<file path="src/rtl/pipe_mux_pkg.sv">
// -----------------------------------------------------------------------------
// pipe_mux_pkg
// Purpose : Shared constants and helpers for the pipelined mux tree.
//           Holds the default tree depth and channel width, plus a helper
//           that returns how many words a given tree level holds.
// Contents:
//   DEFAULT_NUM_SEL - default select width / tree depth
//   DEFAULT_DATA_W  - default width of one input channel
//   stageWords()    - word count held by level 'level' of a tree of depth
//                     'numSel' (level 0 is nearest the inputs)
// -----------------------------------------------------------------------------
package pipe_mux_pkg;

    localparam int DEFAULT_NUM_SEL = 4;
    localparam int DEFAULT_DATA_W  = 1;

    // Each level halves the word count, so level i keeps 2**(numSel-1-i) words
    // and the last level keeps exactly one.
    function automatic int stageWords(input int numSel, input int level);
        return 1 << (numSel - 1 - level);
    endfunction

endpackage

</file>
<file path="src/rtl/mux_tree_stage.sv">
// -----------------------------------------------------------------------------
// mux_tree_stage
// Purpose : One registered halving level of the mux tree. It selects between
//           adjacent pairs of upstream words using the lowest select bit it
//           receives, registers the result together with the remaining
//           (not yet used) select bits and a valid flag, and takes part in a
//           valid/ready handshake with its neighbours.
// Parameters:
//   NUM_WORDS - words held by this stage (upstream supplies twice as many)
//   DATA_W    - width of one word
//   SEL_W     - number of select bits carried to later stages (may be 0)
// Ports:
//   clk        - rising-edge clock
//   rst_n      - synchronous active-low reset
//   i_upData   - upstream words, word j at [j*DATA_W +: DATA_W]
//   i_upSel    - upstream select bits; bit 0 is consumed here
//   i_upValid  - upstream word/select are valid
//   o_upReady  - this stage can take the upstream word this cycle
//   o_dnData   - registered words for the next stage
//   o_dnSel    - registered carried select bits
//   o_dnValid  - registered valid flag
//   i_dnReady  - next stage can take this stage's contents
// -----------------------------------------------------------------------------
module mux_tree_stage
    import pipe_mux_pkg::*;
#(
    parameter  int NUM_WORDS = 1,
    parameter  int DATA_W    = 1,
    parameter  int SEL_W     = 0,
    localparam int CARRY_W   = (SEL_W > 0) ? SEL_W : 1
) (
    input  logic                          clk,
    input  logic                          rst_n,
    input  logic [2*NUM_WORDS*DATA_W-1:0] i_upData,
    input  logic [SEL_W:0]                i_upSel,
    input  logic                          i_upValid,
    output logic                          o_upReady,
    output logic [NUM_WORDS*DATA_W-1:0]   o_dnData,
    output logic [CARRY_W-1:0]            o_dnSel,
    output logic                          o_dnValid,
    input  logic                          i_dnReady
);

    logic [NUM_WORDS*DATA_W-1:0] r_data;
    logic [CARRY_W-1:0]          r_sel;
    logic                        r_valid;

    logic [NUM_WORDS*DATA_W-1:0] w_muxed;
    logic [CARRY_W-1:0]          w_carry;
    logic                        w_load;

    // An empty stage always has room, so bubbles collapse even when the
    // downstream side is stalled.
    assign o_upReady = !r_valid || i_dnReady;

    // Data and select only move on a real transfer so the stage keeps its
    // last word while it sits empty.
    assign w_load = o_upReady && i_upValid;

    always_comb begin
        w_muxed = '0;
        for (int j = 0; j < NUM_WORDS; j++) begin
            w_muxed[j*DATA_W +: DATA_W] = i_upSel[0]
                ? i_upData[(2*j+1)*DATA_W +: DATA_W]
                : i_upData[(2*j)*DATA_W   +: DATA_W];
        end
    end

    // The last level has no select bits left to carry; it keeps a single
    // constant-zero bit so the port never collapses to zero width.
    if (SEL_W > 0) begin : g_carry
        assign w_carry = i_upSel[SEL_W:1];
    end else begin : g_noCarry
        assign w_carry = '0;
    end

    always_ff @(posedge clk) begin
        if (!rst_n) begin
            r_valid <= 1'b0;
            r_data  <= '0;
            r_sel   <= '0;
        end else begin
            if (o_upReady) begin
                r_valid <= i_upValid;
            end
            if (w_load) begin
                r_data <= w_muxed;
                r_sel  <= w_carry;
            end
        end
    end

    assign o_dnData  = r_data;
    assign o_dnSel   = r_sel;
    assign o_dnValid = r_valid;

endmodule

</file>
<file path="src/rtl/pipe_mux_tree.sv">
// -----------------------------------------------------------------------------
// pipe_mux_tree
// Purpose : Pipelined 2**NUM_SEL : 1 multiplexer built as a tree of NUM_SEL
//           registered halving stages with a valid/ready handshake at both
//           ends. Latency is NUM_SEL cycles, throughput one word per cycle.
// Parameters:
//   NUM_SEL - select width and tree depth (1..8)
//   DATA_W  - width of one input channel (1..64)
//   NUM_IN  - derived channel count, 2**NUM_SEL
// Ports:
//   clk       - rising-edge clock
//   rst_n     - synchronous active-low reset
//   in_data   - channel k at [k*DATA_W +: DATA_W]
//   in_sel    - index of the channel to forward
//   in_valid  - in_data/in_sel valid this cycle
//   in_ready  - tree accepts a transfer this cycle
//   out_data  - selected channel value (registered)
//   out_valid - out_data valid this cycle
//   out_ready - consumer accepts out_data this cycle
// -----------------------------------------------------------------------------
module pipe_mux_tree
    import pipe_mux_pkg::*;
#(
    parameter  int NUM_SEL = DEFAULT_NUM_SEL,
    parameter  int DATA_W  = DEFAULT_DATA_W,
    localparam int NUM_IN  = 2**NUM_SEL
) (
    input  logic                     clk,
    input  logic                     rst_n,
    input  logic [NUM_IN*DATA_W-1:0] in_data,
    input  logic [NUM_SEL-1:0]       in_sel,
    input  logic                     in_valid,
    output logic                     in_ready,
    output logic [DATA_W-1:0]        out_data,
    output logic                     out_valid,
    input  logic                     out_ready
);

    // Index i is the valid/ready pair between stage i-1 and stage i; index 0
    // is the block input and index NUM_SEL is the block output.
    logic [NUM_SEL:0] w_valid;
    logic [NUM_SEL:0] w_ready;
    logic             w_unusedSel;

    assign w_valid[0]       = in_valid;
    assign w_ready[NUM_SEL] = out_ready;
    assign in_ready         = w_ready[0];
    assign out_valid        = w_valid[NUM_SEL];

    for (genvar i = 0; i < NUM_SEL; i++) begin : g_stage
        localparam int WORDS   = stageWords(NUM_SEL, i);
        localparam int SEL_W   = NUM_SEL - 1 - i;
        localparam int CARRY_W = (SEL_W > 0) ? SEL_W : 1;

        logic [2*WORDS*DATA_W-1:0] w_dataIn;
        logic [SEL_W:0]            w_selIn;
        logic [WORDS*DATA_W-1:0]   w_dataOut;
        logic [CARRY_W-1:0]        w_selOut;

        // The first stage sees the raw channels and full select; later stages
        // see the previous stage's words and its carried select bits, which
        // are already shifted so the bit they need sits at position 0.
        if (i == 0) begin : g_first
            assign w_dataIn = in_data;
            assign w_selIn  = in_sel;
        end else begin : g_inner
            assign w_dataIn = g_stage[i-1].w_dataOut;
            assign w_selIn  = g_stage[i-1].w_selOut;
        end

        mux_tree_stage #(
            .NUM_WORDS (WORDS),
            .DATA_W    (DATA_W),
            .SEL_W     (SEL_W)
        ) u_stage (
            .clk       (clk),
            .rst_n     (rst_n),
            .i_upData  (w_dataIn),
            .i_upSel   (w_selIn),
            .i_upValid (w_valid[i]),
            .o_upReady (w_ready[i]),
            .o_dnData  (w_dataOut),
            .o_dnSel   (w_selOut),
            .o_dnValid (w_valid[i+1]),
            .i_dnReady (w_ready[i+1])
        );
    end

    assign out_data = g_stage[NUM_SEL-1].w_dataOut;

    // The last stage carries no select bits, only a single constant-zero bit.
    assign w_unusedSel = g_stage[NUM_SEL-1].w_selOut;

endmodule

</file>
<file path="config.mk">
export PLATFORM = sky130hd
export DESIGN_NAME = pipe_mux_tree
export DESIGN_NICKNAME = d
export VERILOG_FILES = /design/src/rtl/pipe_mux_pkg.sv /design/src/rtl/mux_tree_stage.sv /design/src/rtl/pipe_mux_tree.sv
export SDC_FILE = /design/constraint.sdc
export NUM_CORES = 1
export LEC_CHECK = 0
export ABC_AREA = 0
export BUFFER_PORTS_ARGS = -buffer_cell sky130_fd_sc_hd__buf_2
export CAP_MARGIN = 30
export CORE_ASPECT_RATIO = 0.75
export CORE_MARGIN = 8
export CORE_UTILIZATION = 52
export CTS_CLUSTER_SIZE = 14
export DETAILED_ROUTE_END_ITERATION = 10
export PLACE_DENSITY_LB_ADDON = 0.12
export SETUP_SLACK_MARGIN = 0.1
export SLEW_MARGIN = 25
export SYNTH_ARGS = -nofsm -noshare
export SYNTH_HDL_FRONTEND = slang
export SYNTH_SLANG_ARGS = --single-unit
</file>
<file path="constraint.sdc">
create_clock -name clk -period 1.33 [get_ports clk]
set_input_delay 0.133 -clock clk [delete_from_list [all_inputs] [get_ports clk]]
set_output_delay 0.133 -clock clk [all_outputs]
set_load 0.01 [all_outputs]
</file>
### Word-level counts from Yosys, hierarchy flattened

Cells that the tools add are included.

| storage, ports and cells | value |
|---|---|
| output and inout port bits | 3 |
| bits of input ports | 24 |
| logic and storage cells | 38 |
| register bits | 25 |

| operators by class | value |
|---|---|
| muxes and demuxes | 15 |
| reduce and logical (&&, ||, !) cells | 12 |

Operators by type and width:

| cell | number |
|---|---|
| two-way mux 1 bit | 15 |
| logical AND 1 bit | 4 |
| zero test 1 bit | 4 |
| logical OR 1 bit | 4 |

### Logic depth before layout (Yosys ltp)

| depth | value |
|---|---|
| word-level depth | 6 |
| gate-level depth with buffers | 5 |
| gate-level depth less buffers | 3 |

### Cells and area by module

Synthesis repeated with hierarchy kept, for this count alone.

| unflattened totals | value |
|---|---|
| cells, all modules | 115 |
| area, all modules | 1179.9 um2 |

By module, submodules not included:

| module | instances | sequential area each (um2) | area each (um2) | cells an instance |
|---|---|---|---|---|
| mux_tree_stage (g_stage[0].u_stage) | 1 | 240.2 | 566.8 | 54 |
| mux_tree_stage (g_stage[1].u_stage) | 1 | 140.1 | 340.3 | 33 |
| mux_tree_stage (g_stage[2].u_stage) | 1 | 80.1 | 178.9 | 17 |
| mux_tree_stage (g_stage[3].u_stage) | 1 | 40.0 | 93.8 | 11 |

### Worst setup path after synthesis

OpenSTA, ideal clock, no wires.

| path | value |
|---|---|
| path type | reg-to-reg |
| start point | register g_stage[3].u_stage.r_valid |
| end point | register g_stage[0].u_stage.r_data[0] |
| clock period less this slack | 1210 ps |
| data arrival time | 1139 ps |
| cell stages (with the launch flop) | 5 |
| buffers on the path | 1 |
| slack | 120 ps |
| library setup time | 72 ps |
| required time | 1258 ps |
| cell sequence | dfxtp_1 > nand4b_4 > o21ai_4 > buf_12 > mux2i_1 |

| between the ends | value |
|---|---|
| longest elaborated chain between the ends | 6 |

Ends and longest elaborated chain:

| what | line | source |
|---|---|---|
| from (decl) | mux_tree_stage.sv:46 | `logic r_valid;` |
| from (signal assigned) | mux_tree_stage.sv:84 | `r_valid <= i_upValid;` |
| zero test 1 bit | mux_tree_stage.sv:54 | `assign o_upReady = !r_valid \|\| i_dnReady;` |
| logical OR 1 bit (4 in a row) | mux_tree_stage.sv:54 |  |
| logical AND 1 bit | mux_tree_stage.sv:58 | `assign w_load = o_upReady && i_upValid;` |
| to (signal assigned) | mux_tree_stage.sv:87 | `r_data <= w_muxed;` |
| to (decl) | mux_tree_stage.sv:44 | `logic [NUM_WORDS*DATA_W-1:0] r_data;` |

Every way passes these cells.
A chain may end at the register's enable or synchronous reset.

### Worst setup path after layout

| path | value |
|---|---|
| start point | register g_stage[3].u_stage.r_valid |
| end point | output in_ready |

| between the ends | value |
|---|---|
| longest elaborated chain between the ends | 5 |

Ends and longest elaborated chain:

| what | line | source |
|---|---|---|
| zero test 1 bit | mux_tree_stage.sv:54 |  |
| logical OR 1 bit (4 in a row) | mux_tree_stage.sv:54 |  |
| to (decl) | pipe_mux_tree.sv:33 | `output logic in_ready,` |

Every way passes these cells.

==> summary.md <==
| Metric | Value |
|---|---|
| Status | `finished clean` |
| Type of origin of the critical path | `flop` |
| Vias in the first global route | `1,018` |
| R2R depth | `5` |
| Fill count | `168` |
| Slew @ Worst Pin | `0.459 ns` |
| Initial DRC count | `43` |
| Yosys reg bits | `25` |
| Mapped Cells | `121` |
| FF-to-FF End | `g_stage[0].u_stage.o_dnData[4]$_SDFFE_PN0P_` |
| Fin util | `69.2%` |
| Residual DRC | `0` |
| CTS Hold Bufs | `0` |
| RSZ-0062 raised after global routing | `true` |
| Largest net degree at the start of global routing | `23` |
| Worst Hold Class | `primary input to flop` |
| Layout area overhead | `22.9%` |
| Ports | `27` |
| Post-Route WL | `2.59 mm` |
| Routability Congestion | `0.866` |
| Max Fclk | `0.809 GHz` |
| Cell Area, Synth | `1150 sq um` |
| Die H | `56.8 um` |
| Deepest clock path buffer count | `2` |
| WS Path Type | `flop to primary output` |
| Critical Path Fanout Max | `3` |
| Clock slew at reported path FFs | `0.13 ns` |
| Fin crit period | `1.24 ns` |
| Die ar. | `4000 sq um` |
| NetSw | `329 uW` |
| Wire length per cell | `14.4 um` |
| Die extent in x | `70.4 um` |
| Reg2reg start | `g_stage[3].u_stage.o_dnValid$_SDFFE_PN0P_` |
| Pint | `1.01 mW` |
| Mux contribution to synthesized area | `23.4%` |
| CTS tree | `built` |
| Relative slew slack | `69.3%` |
| Yosys warns | `0` |
| H-tree depth | `1` |
| Comb power frac | `14.9%` |
| Setup TNS | `0 ns` |
| Site row count | `14` |
| Fin. Hold Viols | `0` |
| Leak pwr | `0.628 nW` |
| Dpl hpwl | `1.88 mm` |
| Tcrit/Tclk final | `93.0%` |
| Multi-input logic area | `606 sq um` |
| Clock network power share | `24.4%` |
| Power Dens Cells | `944 nW/um^2` |
| Register area | `509 sq um` |
| Compound-Gate Fraction of Synth Area | `13.4%` |
| Post-Synth Adder-Cell Area | `0%` |
| Ant diodes | `0` |
| Netlist cell types | `23` |
| Placeable Area | `2050 sq um` |
| Root buffer cell | `clkbuf_4` |
| Crit path capture type | `primary output` |
| TritonCTS buffer count | `3` |
| Simple-gate share of the synthesized area | `14.6%` |
| Drt first pass iters | `4` |
| Max-Cap Viols | `0` |
| Async set-reset flop share out of synthesis | `0%` |
| Sequential share of power | `60.7%` |
| Final setup skew | `0.0157 ns` |
| Req. time, crit path | `1.20 ns` |
| Detail Route Antenna Nets | `0` |
| Worst Path Arrival | `1.10 ns` |
| Initial antenna violation count | `0` |
| R2r setup slk | `0.12 ns` |
| Fin. max-slew vios | `0` |
| Top FF cell, synth | `dfxtp_1` |
| Via Count | `994` |
| Hold WS | `0.0408 ns` |
| Sw Ratio | `24.5%` |
| Syn nets | `145` |
| Global Route Usage Sum | `13.0%` |
| Mapped Avg Cell Area | `9.54 sq um` |
| Fraction of layout cells with a size suffix above 1 | `37.8%` |
| EDFF count, synth | `0` |
| Worst IR Drop VDD | `0.000747 V` |
| Final setup vio count | `0` |
| First-pass GRT wire length | `4.38 mm` |
| Largest family of logic cells by synthesized area | `multiplexers` |
| Count leader, synth | `dfxtp_1` |
| Largest area contributor in the netlist | `dfxtp_1` |
| Synth area leaders | `dfxtp_1, mux2i_1, mux2_2, nand2_1, a21oi_1` |
| CTS Sinks | `25` |
| Placed cell count | `169` |
| Vias/cell | `5.52` |
| Hold Path Depth | `3` |
| Starting Density | `56.3%` |
| # port buffers | `26` |
| Gr ovfl total | `0` |
| Post-Synth XOR/XNOR Area | `0%` |
| Final net count | `181` |
| Clock Latency Late Sink | `0.31 ns` |
| Sequential share of the synthesized area | `43.3%` |
| Post-synth top cells | `dfxtp_1, nand2_1, mux2i_1` |
| Hold path start | `in_sel[2]` |
| Synth top area share | `43.3%` |
| Hold Path End | `g_stage[0].u_stage.o_dnSel[1]$_SDFFE_PN0P_` |
| Non-filler cells, final | `180` |
==> metrics by stage <==
| step | setup slack (ns) | instance area [sq um] | total power, mW |
|---|---|---|---|
| after detailed placement | 0.124 | 1320 | 1.02 |
| after global routing | 0.0445 | 1420 | 1.40 |
| final | 0.0933 | 1420 | 1.34 |
| after CTS | 0.0894 | 1400 | 1.34 |
| after global placement | 0.205 | 1320 | 1.01 |
| after floorplan | 0.120 | 1150 | 0.956 |
==> power groups by stage <==
| stage | Clock [mW] | Combinational, mW | Sequential (mW) |
|---|---|---|---|
| after floorplan | 0 | 0.130 | 0.826 |
| after global placement | 0 | 0.180 | 0.833 |
| after detailed placement | 0 | 0.186 | 0.835 |
| after CTS | 0.335 | 0.196 | 0.812 |
| after global routing | 0.365 | 0.219 | 0.818 |
| final | 0.327 | 0.200 | 0.814 |
==> final cells by class <==
cell class / instances / area share [%]
Multi-Input combinational cell: 85 / 42.7
Sequential cell: 25 / 35.9
Timing Repair Buffer: 38 / 16.4
Tap cell: 24 / 2.12
Clock buffer: 4 / 1.85
Inverter: 4 / 1.06
==> state kept, by name, indices dropped and copies added (netlist names) <==
name,count
g_stage.u_stage.o_dnSel,6
g_stage.u_stage.o_dnData,15
g_stage.u_stage.o_dnValid,4
==> layer usage <==
metal	wire (um)	track usage, %	vias up
met3	184	4.21	2
met5	0	0	-
li1	-	-	494
met2	1190	21.4	37
met1	1200	16.0	461
met4	13	2.57	0
==> cells by family after synthesis <==
logic type,count (synthesis)
buffers and inverters,11
flip-flops,25
AND/OR/NAND/NOR,34
multiplexers,26
AO/OA/AOI/OAI,25
==> worst max-delay path by stage <==
stage | slack, ns | depth (start not counted) | from | end
after floorplan | 0.12 | 4 | g_stage[3].u_stage.o_dnValid$_SDFFE_PN0P_ | g_stage[0].u_stage.o_dnData[0]$_SDFFE_PN0P_
after global placement | 0.20 | 4 | g_stage[1].u_stage.o_dnValid$_SDFFE_PN0P_ | g_stage[0].u_stage.o_dnData[1]$_SDFFE_PN0P_
after detailed placement | 0.12 | 4 | g_stage[1].u_stage.o_dnValid$_SDFFE_PN0P_ | g_stage[0].u_stage.o_dnData[2]$_SDFFE_PN0P_
after CTS | 0.09 | 3 | g_stage[3].u_stage.o_dnValid$_SDFFE_PN0P_ | in_ready
after global routing | 0.04 | 3 | g_stage[3].u_stage.o_dnValid$_SDFFE_PN0P_ | in_ready
final | 0.09 | 3 | g_stage[3].u_stage.o_dnValid$_SDFFE_PN0P_ | in_ready
==> worst max-delay path, cell delays in order (launching register included) <==
cell and delay [ns]:
dfxtp_4 0.38, and4b_2 0.24, nand2_1 0.05, buf_2 0.14
==> what timing repair did <==
action / in CTS / in global routing
resized for setup: 6 / 5
pin swaps: 2 / 3
gates cloned: 0 / 0
buffers inserted: 6 / 1
setup endpoints to repair: 3 / 17
==> placed cells by master (no fill, tap or decap), types with 3 or more instances in the layout <==
master | Yosys | routed
o21ai_1 | 2 | 3
clkbuf_4 | 0 | 3
a21oi_1 | 14 | 14
nand3_1 | 3 | 3
buf_2 | 2 | 26
mux2i_1 | 18 | 18
mux2_2 | 8 | 8
buf_4 | 0 | 11
dfxtp_1 | 25 | 22
inv_1 | 3 | 3
nand2_1 | 23 | 23
a211oi_1 | 6 | 5
Power figures use the tool's default switching activity.
